### src/rtl/mc_ctrl.sv
// Moore FSM controller for the multi-cycle MIPS core (lw, sw, R-type, beq, addi, slti, j, jal, jr).
// Optional performance counters are built when MC_CTRL_PERF_EN is defined.
module mc_ctrl #(
    parameter int PERF_W = 32
) (
    input  logic              clk,
    input  logic              rst,
    input  logic [5:0]        opcode,
    input  logic [5:0]        funct,
    input  logic              zero,
    output logic              pc_write,
    output logic              pc_write_cond,
    output logic              i_or_d,
    output logic              mem_read,
    output logic              mem_write,
    output logic              ir_write,
    output logic              reg_dst,
    output logic              reg_dst2,
    output logic              data_write,
    output logic              mem_to_reg,
    output logic              reg_write,
    output logic              alu_src_a,
    output logic [1:0]        alu_src_b,
    output logic [2:0]        alu_ctrl,
    output logic [1:0]        pc_src,
    output logic              illegal,
`ifdef MC_CTRL_PERF_EN
    output logic [PERF_W-1:0] instr_count,
    output logic [PERF_W-1:0] cycle_count,
`endif
    output logic [3:0]        state
);
    localparam logic [3:0] S_FETCH   = 4'd0;
    localparam logic [3:0] S_DECODE  = 4'd1;
    localparam logic [3:0] S_MEM_ADR = 4'd2;
    localparam logic [3:0] S_MEM_RD  = 4'd3;
    localparam logic [3:0] S_MEM_WB  = 4'd4;
    localparam logic [3:0] S_MEM_WR  = 4'd5;
    localparam logic [3:0] S_R_EX    = 4'd6;
    localparam logic [3:0] S_R_WB    = 4'd7;
    localparam logic [3:0] S_BEQ     = 4'd8;
    localparam logic [3:0] S_I_EX    = 4'd9;
    localparam logic [3:0] S_I_WB    = 4'd10;
    localparam logic [3:0] S_JUMP    = 4'd11;
    localparam logic [3:0] S_JAL     = 4'd12;
    localparam logic [3:0] S_JR      = 4'd13;

    localparam logic [5:0] OP_RTYPE = 6'b000000;
    localparam logic [5:0] OP_LW    = 6'b100011;
    localparam logic [5:0] OP_SW    = 6'b101011;
    localparam logic [5:0] OP_BEQ   = 6'b000100;
    localparam logic [5:0] OP_ADDI  = 6'b001000;
    localparam logic [5:0] OP_SLTI  = 6'b001010;
    localparam logic [5:0] OP_J     = 6'b000010;
    localparam logic [5:0] OP_JAL   = 6'b000011;
    localparam logic [5:0] FN_JR    = 6'b001000;

    localparam logic [2:0] ALU_ADD = 3'b010;
    localparam logic [2:0] ALU_SUB = 3'b110;
    localparam logic [2:0] ALU_AND = 3'b000;
    localparam logic [2:0] ALU_OR  = 3'b001;
    localparam logic [2:0] ALU_SLT = 3'b111;

    // Returns {supported, alu_ctrl} for an R-type funct field.
    function automatic logic [3:0] alu_decode(input logic [5:0] f);
        case (f)
            6'b100000: alu_decode = {1'b1, ALU_ADD};
            6'b100010: alu_decode = {1'b1, ALU_SUB};
            6'b100100: alu_decode = {1'b1, ALU_AND};
            6'b100101: alu_decode = {1'b1, ALU_OR};
            6'b101010: alu_decode = {1'b1, ALU_SLT};
            default:   alu_decode = {1'b0, ALU_ADD};
        endcase
    endfunction

    logic [3:0] r_state;
    logic       r_illegal;
    logic [3:0] w_next;
    logic       w_ill_next;
    logic [3:0] w_funct_dec;
    logic       w_unused;

    // zero is consumed by the datapath's PC-write gating, not by this FSM.
    assign w_unused    = zero;
    assign w_funct_dec = alu_decode(funct);

    // Next-state selection and illegal-instruction detection.
    always_comb begin
        w_next     = S_FETCH;
        w_ill_next = 1'b0;
        case (r_state)
            S_FETCH:  w_next = S_DECODE;
            S_DECODE: begin
                case (opcode)
                    OP_LW, OP_SW:     w_next = S_MEM_ADR;
                    OP_RTYPE:         w_next = (funct == FN_JR) ? S_JR : S_R_EX;
                    OP_BEQ:           w_next = S_BEQ;
                    OP_ADDI, OP_SLTI: w_next = S_I_EX;
                    OP_J:             w_next = S_JUMP;
                    OP_JAL:           w_next = S_JAL;
                    default: begin
                        w_next     = S_FETCH;
                        w_ill_next = 1'b1;
                    end
                endcase
            end
            S_MEM_ADR: w_next = (opcode == OP_LW) ? S_MEM_RD : S_MEM_WR;
            S_MEM_RD:  w_next = S_MEM_WB;
            S_R_EX: begin
                w_next     = w_funct_dec[3] ? S_R_WB : S_FETCH;
                w_ill_next = ~w_funct_dec[3];
            end
            S_I_EX:    w_next = S_I_WB;
            default:   w_next = S_FETCH;
        endcase
    end

    // State register and one-cycle illegal pulse.
    always_ff @(posedge clk) begin
        if (rst) begin
            r_state   <= S_FETCH;
            r_illegal <= 1'b0;
        end else begin
            r_state   <= w_next;
            r_illegal <= w_ill_next;
        end
    end

    logic       w_pc_write, w_pc_write_cond, w_mem_read, w_mem_write, w_ir_write, w_reg_write;
    logic       w_i_or_d, w_reg_dst, w_reg_dst2, w_data_write, w_mem_to_reg, w_alu_src_a;
    logic [1:0] w_alu_src_b, w_pc_src;
    logic [2:0] w_alu_ctrl;

    // Moore output decode from the current state.
    always_comb begin
        w_pc_write = 1'b0; w_pc_write_cond = 1'b0; w_mem_read = 1'b0; w_mem_write = 1'b0;
        w_ir_write = 1'b0; w_reg_write = 1'b0; w_i_or_d = 1'b0; w_reg_dst = 1'b0;
        w_reg_dst2 = 1'b0; w_data_write = 1'b0; w_mem_to_reg = 1'b0; w_alu_src_a = 1'b0;
        w_alu_src_b = 2'b00; w_pc_src = 2'b00; w_alu_ctrl = ALU_ADD;
        case (r_state)
            S_FETCH: begin
                w_mem_read = 1'b1; w_ir_write = 1'b1; w_alu_src_b = 2'b01; w_pc_write = 1'b1;
            end
            S_DECODE:  w_alu_src_b = 2'b11;
            S_MEM_ADR: begin w_alu_src_a = 1'b1; w_alu_src_b = 2'b10; end
            S_MEM_RD:  begin w_mem_read = 1'b1; w_i_or_d = 1'b1; end
            S_MEM_WB:  begin w_reg_write = 1'b1; w_mem_to_reg = 1'b1; end
            S_MEM_WR:  begin w_mem_write = 1'b1; w_i_or_d = 1'b1; end
            S_R_EX:    begin w_alu_src_a = 1'b1; w_alu_ctrl = w_funct_dec[2:0]; end
            S_R_WB:    begin w_reg_write = 1'b1; w_reg_dst = 1'b1; end
            S_BEQ: begin
                w_alu_src_a = 1'b1; w_alu_ctrl = ALU_SUB; w_pc_write_cond = 1'b1; w_pc_src = 2'b01;
            end
            S_I_EX: begin
                w_alu_src_a = 1'b1; w_alu_src_b = 2'b10;
                w_alu_ctrl  = (opcode == OP_SLTI) ? ALU_SLT : ALU_ADD;
            end
            S_I_WB:    w_reg_write = 1'b1;
            S_JUMP:    begin w_pc_src = 2'b10; w_pc_write = 1'b1; end
            S_JAL: begin
                w_reg_dst2 = 1'b1; w_data_write = 1'b1; w_reg_write = 1'b1;
                w_pc_src = 2'b10; w_pc_write = 1'b1;
            end
            S_JR:      begin w_pc_src = 2'b11; w_pc_write = 1'b1; end
            default:   w_alu_ctrl = ALU_ADD;
        endcase
    end

    // Architectural-state enables are suppressed for as long as reset is held.
    assign pc_write      = w_pc_write      & ~rst;
    assign pc_write_cond = w_pc_write_cond & ~rst;
    assign mem_read      = w_mem_read      & ~rst;
    assign mem_write     = w_mem_write     & ~rst;
    assign ir_write      = w_ir_write      & ~rst;
    assign reg_write     = w_reg_write     & ~rst;
    assign i_or_d        = w_i_or_d;
    assign reg_dst       = w_reg_dst;
    assign reg_dst2      = w_reg_dst2;
    assign data_write    = w_data_write;
    assign mem_to_reg    = w_mem_to_reg;
    assign alu_src_a     = w_alu_src_a;
    assign alu_src_b     = w_alu_src_b;
    assign alu_ctrl      = w_alu_ctrl;
    assign pc_src        = w_pc_src;
    assign illegal       = r_illegal;
    assign state         = r_state;

`ifdef MC_CTRL_PERF_EN
    logic [PERF_W-1:0] r_instr_count;
    logic [PERF_W-1:0] r_cycle_count;
    logic              w_complete;

    assign w_complete = (r_state == S_MEM_WB) || (r_state == S_MEM_WR) || (r_state == S_R_WB) ||
                        (r_state == S_BEQ)    || (r_state == S_I_WB)   || (r_state == S_JUMP) ||
                        (r_state == S_JAL)    || (r_state == S_JR);

    // Free-running cycle counter and retired-instruction counter.
    always_ff @(posedge clk) begin
        if (rst) begin
            r_cycle_count <= {PERF_W{1'b0}};
            r_instr_count <= {PERF_W{1'b0}};
        end else begin
            r_cycle_count <= r_cycle_count + {{(PERF_W-1){1'b0}}, 1'b1};
            r_instr_count <= w_complete ? (r_instr_count + {{(PERF_W-1){1'b0}}, 1'b1})
                                        : r_instr_count;
        end
    end

    assign instr_count = r_instr_count;
    assign cycle_count = r_cycle_count;
`endif
endmodule

### config.mk
export PLATFORM = sky130hd
export DESIGN_NAME = mc_ctrl
export DESIGN_NICKNAME = d
export VERILOG_FILES = /design/src/rtl/mc_ctrl.sv
export SDC_FILE = /design/constraint.sdc
export NUM_CORES = 1
export LEC_CHECK = 0
export ABC_CLOCK_PERIOD_IN_PS = 3000
export CAP_MARGIN = 20
export CELL_PAD_IN_SITES_DETAIL_PLACEMENT = 0
export CELL_PAD_IN_SITES_GLOBAL_PLACEMENT = 2
export CORE_AREA = 2 2 63 65
export CTS_CLUSTER_DIAMETER = 120
export DETAILED_ROUTE_END_ITERATION = 10
export DIE_AREA = 0 0 65 67
export PLACE_DENSITY_LB_ADDON = 0.1
export SETUP_SLACK_MARGIN = 0.15
export SKIP_CTS_REPAIR_TIMING = 1
export SYNTH_ARGS = -nofsm -noshare
export SYNTH_HDL_FRONTEND = slang
export SYNTH_SLANG_ARGS = --single-unit
### constraint.sdc
create_clock -name clk -period 3 [get_ports clk]
set_input_delay 0.75 -clock clk [delete_from_list [all_inputs] [get_ports clk]]
set_output_delay 0.75 -clock clk [all_outputs]
set_load 0.02 [all_outputs]
==> results.cfg, run 1 <==
[finish]
drive_gt1_share_pct = 21.9
design_area_mm2 = 0.00131
nNetsFinal = 171
area_delta_synth_final_pct = 83.2
multi_input_area_um2 = 576
seqCellArea_um2 = 101
final.fill_count = 392
antenna_cells = 0

[sta]
max_freq_mhz = 356
maxSlewViolCount = 0
maxSlewHeadroom_pct = 72.0
skew_ns = 0.00432
finalSetupViolCount = 0
period_share_pct = 93.8
fin_ws_ns = 0.187
fin_crit_ns = 2.81
final_hold_viol_count = 0
rsz0062_at_grt = yes
tightestPinTransition_ns = 0.419

[placed_design]
gp_congestion = 0.715
dp_slack_ns = -0.359
placed_area_mm2 = 0.00123
hpwl_mm = 2.10
io_buffers = 37

[logic_synthesis]
synth.area.top_cells = dfxtp_1 14%, nor2_1 10%, a21oi_1 5.6%, nand2b_1 5.3%, nor3_1 4.2%
yosysWarnings = 0
syn_avg_cell_area_um2 = 6.79
synth.distinct_cells = 40
ys.flop_type = dfxtp_1
synth_top_area_share_pct = 14.0
synth-edff-count = 0
ys_async_sr_fraction_pct = 0
synthCells = 105
synth_fp_nets = 120
syn_area_um2 = 713
synth-seq-area-share_pct = 14.0
yosys.area.top_type = dfxtp_1
synth-seq-cells = 5

[worst_hold_path]
hp-class = reg2reg

[clocking]
clk_path_buf_depth = 2
clkSlewWorstSetupHoldPaths_ns = 0.04
clkSinkCount = 5
worstSkewPairLatency_ns = 0.22
cts_buffers = 3
cts_tree = built
root_buffer = clkbuf_8
cts_htree_levels = 1

[worst_setup_path]
cp_slowest_cell = clkdlybuf4s50_1
crit_path_max_incr_delay_ns = 0.43
crit_arrival_ns = 2.06
crit_type = in2out
crit_fanout = 2
start_kind = primary input
critPathCaptureType = primary output
required_ns = 2.25
path_cells = clkdlybuf4s50_1 > nor4_2 > nand3_1 > o31ai_1 > buf_2

[grt]
grt-ovfl-total = 0
grt_start_max_net_pins = 12
antenna_found_initial = 0
grt_pass1_vias = 906
grt.total_usage_pct = 11.9
grt_first_pass_wirelength_mm = 4.08

[drt]
remaining_drc_errors = 0
drtIter0Drc = 18
viasPerCell = 4.69
firstDrtPassIters = 4
finalWirelength_mm = 2.56
avgRoutedWirePerCell_um = 12.6
antenna_left = 0
num_vias = 953

[die]
core_area_mm2 = 0.00361
die_x_um = 65
ios = 39
row_count = 22
die_h_um = 67
start_util_pct = 19.8
dieArea_mm2 = 0.00436

[outcome]
status = completed

[pwr]
leakage_nw = 0.603
power-per-cell-area_mw_per_mm2 = 242
p_total_uw = 315
peakVddDrop_v = 0.000133

[job]
cap_violations = 0
==> metal layers <==
metal	wire (um)	part of all wire [%]	vias to the layer above	track usage (%)
met3	91	3.6	2	1.01
met2	1350	53	24	23.8
met5	0	0	-	0
met1	1110	43	439	13.6
met4	17	0.66	0	2.39
li1	-	-	488	-
==> worst paths after layout <==
path	depth (start not counted)	endpoint	from	slack, ns
setup / recovery	5	alu_ctrl[0]	opcode[5]	0.19
hold / removal	2	state[2]	state[1]	0.70
setup reg to reg	5	state[1]	state[2]	1.34
hold reg to reg	2	state[2]	state[1]	0.70
==> cell usage in the layout, fill, tap and decap left out, drive strengths merged, types with 2 or more instances in the layout <==
cell           count
o21ai              5
or2                2
nand2              4
nand2b             6
nor3b              3
and3               3
nor3               6
nor2              19
and2               2
buf               20
a311oi             2
a21oi              8
nand3              2
xnor2              2
mux2i              2
and4               2
dlymetal6s2s       8
dfxtp              5
inv                3
clkdlybuf4s50     26
clkbuf             5
nor4               5
==> flip-flops by register name, indices dropped and copies added (netlist names) <==
register	cells
illegal	1
state	4
==> where the power goes <==
group / total, mW / internal (mW) / switching, mW
sequential: 0.0744 / 0.0697 / 0.00468
clock: 0.124 / 0.0912 / 0.0330
combinational: 0.117 / 0.0609 / 0.0560
total: 0.315 / 0.222 / 0.0936
==> cell type report <==
class,count,area share (%)
multi-input combinational,88,44.1
sequential,5,7.76
inverter,3,0.862
clock buffer,4,3.45
timing repair buffer,55,39.3
tap,48,4.60
==> Yosys cell counts (all sizes together), types with 2 or more instances <==
cell type  number
a21oi           8
a311oi          2
and2            2
and3            3
and4            2
buf             6
clkbuf          3
dfxtp           5
inv             3
mux2i           2
nand2           4
nand2b          6
nand3           2
nor2           19
nor3            6
nor3b           3
nor4            5
o21ai           5
or2             2
xnor2           2
==> metrics by stage <==
step           hold slack, ns  setup TNS [ns]  cells  utilization, %
6_report                0.699               0    203            36.2
5_1_grt                 0.755               0    203            36.2
4_1_cts                 0.723          -0.920    203            35.3
3_5_place_dp            0.713          -0.895    199            34.1
3_3_place_gp            0.718          -0.839    199            34.1
2_1_floorplan           0.744               0    105               -
==> critical path, delay by kind of cell <==
family | cells | cell delay, ns
simple gates | 2 | 0.45
buf+inv | 2 | 0.64
compound gates | 1 | 0.23
==> cell families (layout without fill, tap and decap cells) <==
group	count (synthesis)	count (layout)	synth area share, %
buf+inv	12	62	8.60
mux	3	3	4.39
flops	5	5	14.0
simple gates	59	59	47.2
xor+xnor	3	3	3.68
compound gates	23	23	22.1
Note: power is estimated with default switching activity, not from simulation.
==> run 2, diff against run 1 <==
--- a/config.mk
+++ b/config.mk
@@ -7,12 +7,10 @@
 export LEC_CHECK = 0
 export ABC_CLOCK_PERIOD_IN_PS = 3000
 export CAP_MARGIN = 20
-export CELL_PAD_IN_SITES_DETAIL_PLACEMENT = 0
-export CELL_PAD_IN_SITES_GLOBAL_PLACEMENT = 2
-export CORE_AREA = 2 2 63 65
+export CORE_AREA = 2 2 45 47
 export CTS_CLUSTER_DIAMETER = 120
 export DETAILED_ROUTE_END_ITERATION = 10
-export DIE_AREA = 0 0 65 67
+export DIE_AREA = 0 0 47 49
 export PLACE_DENSITY_LB_ADDON = 0.1
 export SETUP_SLACK_MARGIN = 0.15
 export SKIP_CTS_REPAIR_TIMING = 1
==> run 2 against run 1 <==
Combinational power is essentially flat. First-iteration DRC count is the same. Clock skew shrank 0.0029 ns. Sequential power grew 4.2%. Global-route usage grew 10 points. Highest routed layer unchanged. Cell area shrank 2.5%.
==> results.cfg, run 2 (synthesized netlist as in run 1, its figures left out) <==
[outcome]
status = completed

[worst_setup_path]
crit_fanout = 2
cp_slowest_cell = clkdlybuf4s50_1
critPathCaptureType = primary output
required_ns = 2.25
path_buf_inv = 2
critPathTopFamily = buffers and inverters
crit_path_max_incr_delay_ns = 0.45
crit_arrival_ns = 2.04
path_cells = clkdlybuf4s50_1 > nor4_4 > nand3_2 > o31ai_1 > dlymetal6s2s_1
crit_type = in2out
start_kind = primary input

[drt]
finalWirelength_mm = 2.31
antenna_left = 0
remaining_drc_errors = 0
num_vias = 976
viasPerCell = 5.36
drtIter0Drc = 18
avgRoutedWirePerCell_um = 12.7
firstDrtPassIters = 4

[die]
ios = 39
dieArea_mm2 = 0.00230
row_count = 16
die_x_um = 47
die_h_um = 49
core_area_mm2 = 0.00184
start_util_pct = 38.7

[finish]
stdcell_count = 182
antenna_cells = 0
final_common_cell = clkdlybuf4s50_1
finish.utilization_pct = 69.2
final_cell_mix = 25 x clkdlybuf4s50_1, 19 x nor2_1, 18 x buf_4, 10 x dlymetal6s2s_1, 8 x a21oi_1
largest_reg_flops = 4
drive_gt1_share_pct = 22.6
nNetsFinal = 171
design_area_mm2 = 0.00127
area_delta_synth_final_pct = 78.6

[placed_design]
placed_area_mm2 = 0.00119
gp_congestion = 0.841
io_buffers = 37
hpwl_mm = 1.78
dp_slack_ns = -0.312
place_inst = 177

[pwr]
peakVddDrop_v = 0.000287
power-per-cell-area_mw_per_mm2 = 213
leakage_nw = 0.622

[clocking]
worstSkewPairLatency_ns = 0.24
clkSlewWorstSetupHoldPaths_ns = 0.05
root_buffer = clkbuf_4
clk_path_buf_depth = 2
cts_buffers = 3
clkSinkCount = 5
cts_tree = built
cts_htree_levels = 1

[sta]
max_freq_mhz = 359
fin_crit_ns = 2.79
fin_ws_ns = 0.212
final_hold_viol_count = 0
tightestPinTransition_ns = 0.389
period_share_pct = 92.9
maxSlewViolCount = 0
finalSetupViolCount = 0
rsz0062_at_grt = yes
maxSlewHeadroom_pct = 73.8
skew_ns = 0.00144

[job]
cap_violations = 0

[worst_hold_path]
hp-class = reg2reg

[grt]
grt_pass1_vias = 924
grt_start_max_net_pins = 18
antenna_found_initial = 0
grt.total_usage_pct = 21.9
grt_first_pass_wirelength_mm = 3.95
grt-ovfl-total = 0
[run 2: metrics by stage]
stage / setup TNS [ns] / hold WS, ns / total power, mW
floorplan: 0 / 0.744 / 0.128
global placement: -0.714 / 0.561 / 0.187
detailed placement: -0.809 / 0.561 / 0.189
CTS: -0.819 / 0.563 / 0.269
global route: 0 / 0.587 / 0.288
finish: 0 / 0.563 / 0.271
[run 2: power breakdown]
group | leakage [nW] | switching (mW) | internal, mW
registers | 0.0420 | 0.00773 | 0.0698
logic | 0.565 | 0.0537 | 0.0601
clock network | 0.0150 | 0.0292 | 0.0504
[run 2: layout make-up]
type,instances,area [um^2]
multi-input cells,88,578
fillers,179,568
repair buffers,55,520
flip-flops and latches,5,104
well taps,27,33.8
clock buffers,4,26.3
inverters,3,11.3
[run 2: worst paths after layout]
kind | cells past startpoint | slack (ns) | to | start
setup / recovery | 5 | 0.21 | alu_ctrl[0] | opcode[5]
hold / removal | 1 | 0.56 | state[3] | state[2]
setup reg to reg | 6 | 1.36 | state[0] | state[0]
hold reg to reg | 1 | 0.56 | state[3] | state[2]
[run 2: per-layer routing]
layer,wire length [um],GRT usage (%)
met2,1160,35.6
met4,17,3.70
met1,1040,30.0
met3,95,3.70
met5,0,0
==> run 3, diff against run 2 <==
--- a/config.mk
+++ b/config.mk
@@ -5,12 +5,12 @@
 export SDC_FILE = /design/constraint.sdc
 export NUM_CORES = 1
 export LEC_CHECK = 0
-export ABC_CLOCK_PERIOD_IN_PS = 3000
+export ABC_CLOCK_PERIOD_IN_PS = 2900
 export CAP_MARGIN = 20
-export CORE_AREA = 2 2 45 47
+export CORE_AREA = 10 10 55 57
 export CTS_CLUSTER_DIAMETER = 120
 export DETAILED_ROUTE_END_ITERATION = 10
-export DIE_AREA = 0 0 47 49
+export DIE_AREA = 0 0 65 67
 export PLACE_DENSITY_LB_ADDON = 0.1
 export SETUP_SLACK_MARGIN = 0.15
 export SKIP_CTS_REPAIR_TIMING = 1
==> constraint.sdc (replaced) <==
create_clock -name clk -period 2.9 [get_ports clk]
set_input_delay 0.725 -clock clk [delete_from_list [all_inputs] [get_ports clk]]
set_output_delay 0.725 -clock clk [all_outputs]
set_load 0.02 [all_outputs]
==> run 3 against run 2 <==
Flip-flop and latch count is the same. Sequential power shrank 0.9%. Critical path depth is the same. Die area grew 89%. Clock skew grew 0.00050 ns.
==> results.cfg, run 3 (synthesized netlist as in run 1, its figures left out) <==
[finish]
antenna_cells = 0
final.fill_count = 183
largest_reg_flops = 4
area_delta_synth_final_pct = 80.7
design_area_mm2 = 0.00129
final_cell_mix = 24 x clkdlybuf4s50_1, 20 x buf_4, 19 x nor2_1, 11 x dlymetal6s2s_1, 8 x a21oi_1
drive_gt1_share_pct = 22.9
final_common_cell = clkdlybuf4s50_1
seqCellArea_um2 = 101
multi_input_area_um2 = 571
nNetsFinal = 173

[sta]
holdWs_ns = 0.604
final_hold_viol_count = 0
fin_crit_ns = 2.80
period_share_pct = 96.6
finalSetupViolCount = 0
fin_ws_ns = 0.0991
max_freq_mhz = 357
maxSlewHeadroom_pct = 75.2
tightestPinTransition_ns = 0.367
tns_ns = 0
skew_ns = 0.00194
rsz0062_at_grt = yes
maxSlewViolCount = 0

[grt]
grt_start_max_net_pins = 11
grt_pass1_vias = 912
grt.total_usage_pct = 11.1
grt-ovfl-total = 0
grt_first_pass_wirelength_mm = 4.07
antenna_found_initial = 0

[drt]
firstDrtPassIters = 4
viasPerCell = 5.32
avgRoutedWirePerCell_um = 14.5
finalWirelength_mm = 2.66
drtIter0Drc = 23
antenna_left = 0
num_vias = 978
remaining_drc_errors = 0

[pwr]
p_total_uw = 284
power-per-cell-area_mw_per_mm2 = 220
peakVddDrop_v = 0.000385
leakage_nw = 0.659

[die]
ios = 39
die_h_um = 67
start_util_pct = 36.7
die_x_um = 65
dieArea_mm2 = 0.00436
row_count = 16
core_area_mm2 = 0.00194

[placed_design]
dp_slack_ns = -0.354
placed_area_mm2 = 0.00121
gp_congestion = 0.845
hpwl_mm = 2.19
io_buffers = 37

[worst_setup_path]
crit_path_max_incr_delay_ns = 0.43
required_ns = 2.17
crit_arrival_ns = 2.08
critPathCaptureType = primary output
critPathTopFamily = buffers and inverters
crit_fanout = 2
crit_type = in2out
cp_slowest_cell = clkdlybuf4s50_1
cp-startpoint = opcode[2]
path_buf_inv = 2
start_kind = primary input
reg2reg_from = state[0]
path_cells = clkdlybuf4s50_1 > nor4_2 > nand3_1 > o31ai_1 > dlymetal6s2s_1

[outcome]
status = completed

[job]
cap_violations = 0

[clocking]
cts_buffers = 3
clkSinkCount = 5
clkSlewWorstSetupHoldPaths_ns = 0.05
cts_htree_levels = 1
root_buffer = clkbuf_4
clk_path_buf_depth = 2
cts_tree = built
worstSkewPairLatency_ns = 0.25

[worst_hold_path]
holdCritStartpoint = state[2]
hp-class = reg2reg
## run 3: metal layers
| metal | vias up | track usage [%] | wire [um] |
|---|---|---|---|
| met3 | 4 | 3.85 | 155 |
| li1 | 497 | - | - |
| met4 | 0 | 2.94 | 22 |
| met2 | 34 | 20.9 | 1340 |
| met5 | - | 0 | 0 |
| met1 | 443 | 11.3 | 1150 |
## run 3: area by class of cell
type / count / area share (%)
multi-input combinational: 88 / 44.3
timing repair buffer: 57 / 42.2
sequential: 5 / 7.86
tap: 27 / 2.62
clock buffer: 3 / 1.75
inverter: 3 / 0.874
clock inverter: 1 / 0.388
## run 3: worst register-to-register path, delay by kind of cell (launching register included)
kind	cells	cell delay, ns
DFF	1	0.40
AOI/OAI and AO/OA	2	0.20
buffers and inverters	1	0.17
and+or+nand+nor	2	0.67
## run 3: through the flow
step | std cells | utilization (%)
floorplan | 105 | -
global placement | 179 | 62.3
detailed placement | 179 | 62.3
finish | 184 | 66.4
global route | 184 | 66.4
CTS | 183 | 63.7
## run 3: power by group
part           internal [mW]  switching [mW]
combinational         0.0639          0.0582
sequential            0.0718         0.00503
clock                 0.0502          0.0346
total                  0.186          0.0978
## run 3: worst paths after layout
kind,to,slack (ns),cells past startpoint
worst max-delay path,alu_ctrl[0],0.1,5
worst min-delay path,state[3],0.60,1
worst max register to register,state[1],1.38,5
worst min register to register,state[3],0.60,1
